**src/rtl/pipeline_ctrl.sv**
```systemverilog
// pipeline_ctrl: 5-stage hazard control with load-use interlock, forwarding, branch flush, memory freeze and perf counters.
module pipeline_ctrl #(
  parameter int REG_AW   = 4,
  parameter int CNT_W    = 16,
  parameter bit ZERO_REG = 1
) (
  input  logic              clk,
  input  logic              rst,
  input  logic              if_valid_in,
  input  logic [REG_AW-1:0] id_rs,
  input  logic [REG_AW-1:0] id_rt,
  input  logic              id_uses_rs,
  input  logic              id_uses_rt,
  input  logic [REG_AW-1:0] id_rd,
  input  logic              id_reg_write,
  input  logic              id_mem_read,
  input  logic              ex_branch_taken,
  input  logic              mem_busy,
  output logic              pc_write,
  output logic              ifid_write,
  output logic              idex_bubble,
  output logic              ifid_flush,
  output logic              idex_flush,
  output logic [1:0]        fwd_a,
  output logic [1:0]        fwd_b,
  output logic              valid_id,
  output logic              valid_ex,
  output logic              valid_mem,
  output logic              valid_wb,
  output logic [CNT_W-1:0]  stall_cnt,
  output logic [CNT_W-1:0]  flush_cnt
);
  logic [REG_AW-1:0] ex_rd, ex_rs, ex_rt, mem_rd, wb_rd;
  logic              ex_rw, ex_mr, mem_rw, wb_rw;
  logic              freeze, flush, load_use, hazard;
  function automatic logic nz(input logic [REG_AW-1:0] r);
    return !(ZERO_REG && r == '0);
  endfunction
  function automatic logic [1:0] fsel(input logic [REG_AW-1:0] r);
    return (valid_mem && mem_rw && mem_rd == r && nz(r)) ? 2'b10 :
           (valid_wb && wb_rw && wb_rd == r && nz(r)) ? 2'b01 : 2'b00;
  endfunction
  assign freeze   = mem_busy;
  assign flush    = !freeze && valid_ex && ex_branch_taken;
  assign hazard   = nz(ex_rd) && ((id_uses_rs && id_rs == ex_rd) || (id_uses_rt && id_rt == ex_rd));
  assign load_use = !freeze && !flush && valid_id && valid_ex && ex_mr && ex_rw && hazard;
  always_comb begin
    pc_write    = !freeze && !load_use;
    ifid_write  = !freeze && !flush && !load_use;
    idex_bubble = load_use;
    ifid_flush  = flush;
    idex_flush  = flush;
    fwd_a       = valid_ex ? fsel(ex_rs) : 2'b00;
    fwd_b       = valid_ex ? fsel(ex_rt) : 2'b00;
  end
  always_ff @(posedge clk or posedge rst) begin
    if (rst) begin
      {valid_id, valid_ex, valid_mem, valid_wb} <= '0;
      {ex_rd, ex_rs, ex_rt, mem_rd, wb_rd}      <= '0;
      {ex_rw, ex_mr, mem_rw, wb_rw}             <= '0;
    end else if (!freeze) begin
      valid_wb  <= valid_mem;
      wb_rd     <= mem_rd;
      wb_rw     <= mem_rw;
      valid_mem <= valid_ex;
      mem_rd    <= ex_rd;
      mem_rw    <= ex_rw;
      valid_ex  <= valid_id && !flush && !load_use;
      ex_rd     <= id_rd;
      ex_rs     <= id_rs;
      ex_rt     <= id_rt;
      ex_rw     <= id_reg_write;
      ex_mr     <= id_mem_read;
      valid_id  <= flush ? 1'b0 : load_use ? valid_id : if_valid_in;
    end
  end
  // Counters stick at all-ones instead of wrapping.
  always_ff @(posedge clk or posedge rst) begin
    if (rst) begin
      stall_cnt <= '0;
      flush_cnt <= '0;
    end else begin
      if ((freeze || load_use) && stall_cnt != '1) stall_cnt <= stall_cnt + CNT_W'(1);
      if (flush && flush_cnt != '1) flush_cnt <= flush_cnt + CNT_W'(1);
    end
  end
endmodule
```
**config.mk**
```make
export PLATFORM = sky130hd
export DESIGN_NAME = pipeline_ctrl
export DESIGN_NICKNAME = d
export VERILOG_FILES = /design/src/rtl/pipeline_ctrl.sv
export SDC_FILE = /design/constraint.sdc
export NUM_CORES = 1
export LEC_CHECK = 0
export BUFFER_PORTS_ARGS = -buffer_cell sky130_fd_sc_hd__buf_2
export CAP_MARGIN = 10
export CORE_ASPECT_RATIO = 1.5
export CORE_UTILIZATION = 40
export CTS_CLUSTER_SIZE = 14
export DETAILED_ROUTE_END_ITERATION = 16
export GPL_TIMING_DRIVEN = 0
export PLACE_DENSITY = 0.63
export SYNTH_ARGS = -nofsm -noshare
export SYNTH_HDL_FRONTEND = slang
export SYNTH_SLANG_ARGS = --single-unit
```
**constraint.sdc**
```tcl
create_clock -name clk -period 1.8 [get_ports clk]
set_input_delay 0.36 -clock clk [delete_from_list [all_inputs] [get_ports clk]]
set_output_delay 0.36 -clock clk [all_outputs]
set_load 0.02 [all_outputs]
```
==> run_results.csv <==
group,metric,value,unit
logic_synthesis,ys_seq_area_share,49.6,%
power,p_clk_share,28.7,%
logic_synthesis,syn_avg_cell_area,10.9,um^2
critical_path,cp_slowest_stage_delay,410,ps
power,switchingPower,1.23,mW
logic_synthesis,async_flop_share,100,%
sta,finalCritPeriodShare,130,%
layout,antenna_cells,0,
sta,max_freq,0.429,GHz
power,ir_drop,0.786,mV
placed_design,dp_cells,443,
floorplanning,start_util,41.6,%
floorplanning,die_area,7930,um^2
critical_path,crit_chain,"and2b_2, a2111o_1, o22a_2, nor2_4, nor3_2, buf_4",
clock_network,numCtsBuffers,9,
clock_network,clock_latency,340,ps
clock_network,clk_pin_slew_worst_paths,70,ps
detailed_routing,ant_nets,0,
floorplanning,fp-row-count,38,
sta,setup_violations,23,
hold_path,hp-class,"in -> async",
layout,final_nets,401,
sta,period_minus_slack,2330,ps
sta,rsz0062_at_grt,"true",
critical_path,worst_ep_required_time,1440,ps
sta,drv_slew,0,
logic_synthesis,synth-main-ff-cell,"dfrtp_1",
sta,postLayoutSetupSlackWorst,-531,ps
detailed_routing,drt-initial-drc-count,161,
clock_network,htreeDepth,3,
logic_synthesis,netlist_area,3030,um^2
critical_path,setup.worst_path.end_class,"output port",
floorplanning,die_height,109,um
power,swShare,32.0,%
logic_synthesis,synth_edf_count,0,
power,power_frac_comb,25.8,%
global_route,overflow,0,
clock_network,tritoncts,"yes",
global_route,grt_pass1_vias,2579,
logic_synthesis,yosysWarnings,0,
global_route,antenna_found_initial,0,
clock_network,clockBufferDepth,2,
power,powerDensity,931,nW/um^2
layout,drive_gt1_share,47.0,%
global_route,grt_max_degree,39,
logic_synthesis,yosys_register_bits,60,
placed_design,hpwl,5050,um
detailed_routing,wl,7370,um
detailed_routing,wire_per_inst,15.3,um
placed_design,portBuffers,65,
logic_synthesis,synth_nets,300,
detailed_routing,vias,2476,
floorplanning,ioPinCount,66,
job,max_cap_viol_count,0,
clock_network,holdBufCountCts,0,
power,cellLeakagePower,1.85,nW
run_status,violations,"negative setup slack",
layout,final_cells,483,
logic_synthesis,ys_types,39,
run_status,status,"finished with violations",
sta,holdWs,61.4,ps
global_route,grt_first_pass_wirelength,12100,um
sta,finalClockSkew,8.08,ps
power,p_int,2.62,mW
global_route,grt_use_total,20.4,%
sta,hold_violations,0,
sta,worst_pin_slew,597,ps
critical_path,critPathLaunchType,"flop",
critical_path,rr_startpoint,"ex_rd[1]",
critical_path,crit_fanout,5,
critical_path,r2r_cells,10,
floorplanning,die_x,73.1,um
placed_design,gp_congestion,0.825,
critical_path,rr_endpoint,"stall_cnt[5]",
layout,area_delta_synth_final,36.7,%
clock_network,clkSinkCount,60,
detailed_routing,firstDrtPassIters,4,
detailed_routing,drc,0,
critical_path,crit_type,"reg -> out",
floorplanning,core-area,7270,um^2
sta,maxSlewHeadroom,60.2,%
sta,setup_tns,-8750,ps
layout,final_cell_mix,"buf_2, dfrtp_1, xnor2_1",
critical_path,rrSetupSlack,-470,ps
logic_synthesis,synth_cells,277,
clock_network,cts_root_buffer,"clkbuf_8",
layout,final_common_cell,"buf_2",
critical_path,crit_slowest_cell,"dfrtp_2",
detailed_routing,vias_per_cell,5.13,
critical_path,arrival,1970,ps
power,seq_power_share,45.5,%
==> what timing repair did <==
item | 4_1_cts | 5_1_grt
gates cloned | 1 | 0
endpoints found under the setup margin | 23 | 34
gates resized for setup | 38 | 21
pin swaps | 21 | 10
setup buffers | 20 | 5
==> metal layers <==
metal	vias to the layer above	wire, um	share of wire, %	track usage, %
met5	-	0	0	0
met4	0	138	1.9	11.8
met3	11	206	2.8	3.73
met2	41	3990	54	35.1
met1	1236	3040	41	23.3
li1	1188	-	-	-
==> worst max-delay path, delay by kind of cell (launching register included) <==
kind | cells | cell delay [ps]
and+or+nand+nor | 3 | 400
AOI/OAI and AO/OA | 2 | 640
buffers and inverters | 1 | 170
DFF | 1 | 410
==> cells by family (layout without fill, tap and decap cells) <==
family          count (synthesis)  after routing  share of synthesized area (%)
simple gates                  111            111                           19.8
compound gates                 17             17                           4.42
fa+ha+maj                       2              2                          0.826
mux                            27             27                           10.0
flops                          60             60                           49.6
xor+xnor                       46             46                           13.3
buf+inv                        14            120                           2.02
==> metrics by stage <==
step,setup WS (ps),area (um^2),util [%],total power [mW]
2_1_floorplan,-86.5,3070,-,2.33
3_3_place_gp,-309,3520,48.4,2.59
3_5_place_dp,-312,3540,48.7,2.61
4_1_cts,-559,4020,55.3,3.84
5_1_grt,-614,4140,56.9,4.06
6_report,-531,4140,56.9,3.86
==> final cells by class <==
cell class | instances | area [um^2]
inverters | 7 | 30.0
flip-flops and latches | 60 | 1510
well taps | 100 | 125
clock buffers | 15 | 176
clock inverters | 1 | 5.00
repair buffers | 90 | 576
plain buffers | 7 | 41.3
multi-input cells | 203 | 1670
fillers | 663 | 3130
==> synth_stat cells (all sizes together) (3+ instances only) <==
master  number  area share, %
and3         9            1.9
nand2       24            3.0
a21oi        3           0.50
nor2        11            1.4
xor2        12            3.5
nor4         6            1.2
nor3        12            2.0
and4         3           0.87
dfrtp       60             50
buf          5           0.91
nand3       17            2.8
nand4       12            2.5
inv          7           0.87
xnor2       34            9.8
mux2        27             10
and2         4           0.83
==> worst max path at each step <==
| stage | start | depth (start not counted) | slack [ps] | to |
|---|---|---|---|---|
| detailed placement | mem_busy | 7 | -310 | stall_cnt[8] |
| floorplan | ex_rd[2] | 5 | -90 | ifid_write |
| finish | ex_rd[1] | 6 | -530 | ifid_write |
| global route | ex_rd[1] | 6 | -610 | ifid_write |
| global placement | mem_busy | 7 | -310 | stall_cnt[8] |
| CTS | ex_rd[1] | 6 | -560 | ifid_write |
==> registers in the layout (all words and copies together) (netlist names) <==
name / count
ex_mr: 1
ex_rd: 4
ex_rs: 4
ex_rt: 4
ex_rw: 1
flush_cnt: 16
mem_rd: 4
mem_rw: 1
stall_cnt: 16
valid_ex: 1
valid_id: 1
valid_mem: 1
valid_wb: 1
wb_rd: 4
wb_rw: 1
==> power by group through the flow <==
stage | logic (mW) | clock network (mW) | registers, mW
final | 0.994 | 1.11 | 1.75
after detailed placement | 0.827 | 0 | 1.79
after global placement | 0.809 | 0 | 1.78
after floorplan | 0.442 | 0 | 1.89
after CTS | 0.962 | 1.13 | 1.75
after global routing | 1.08 | 1.19 | 1.79
Note: power is estimated with default switching activity, not from simulation.
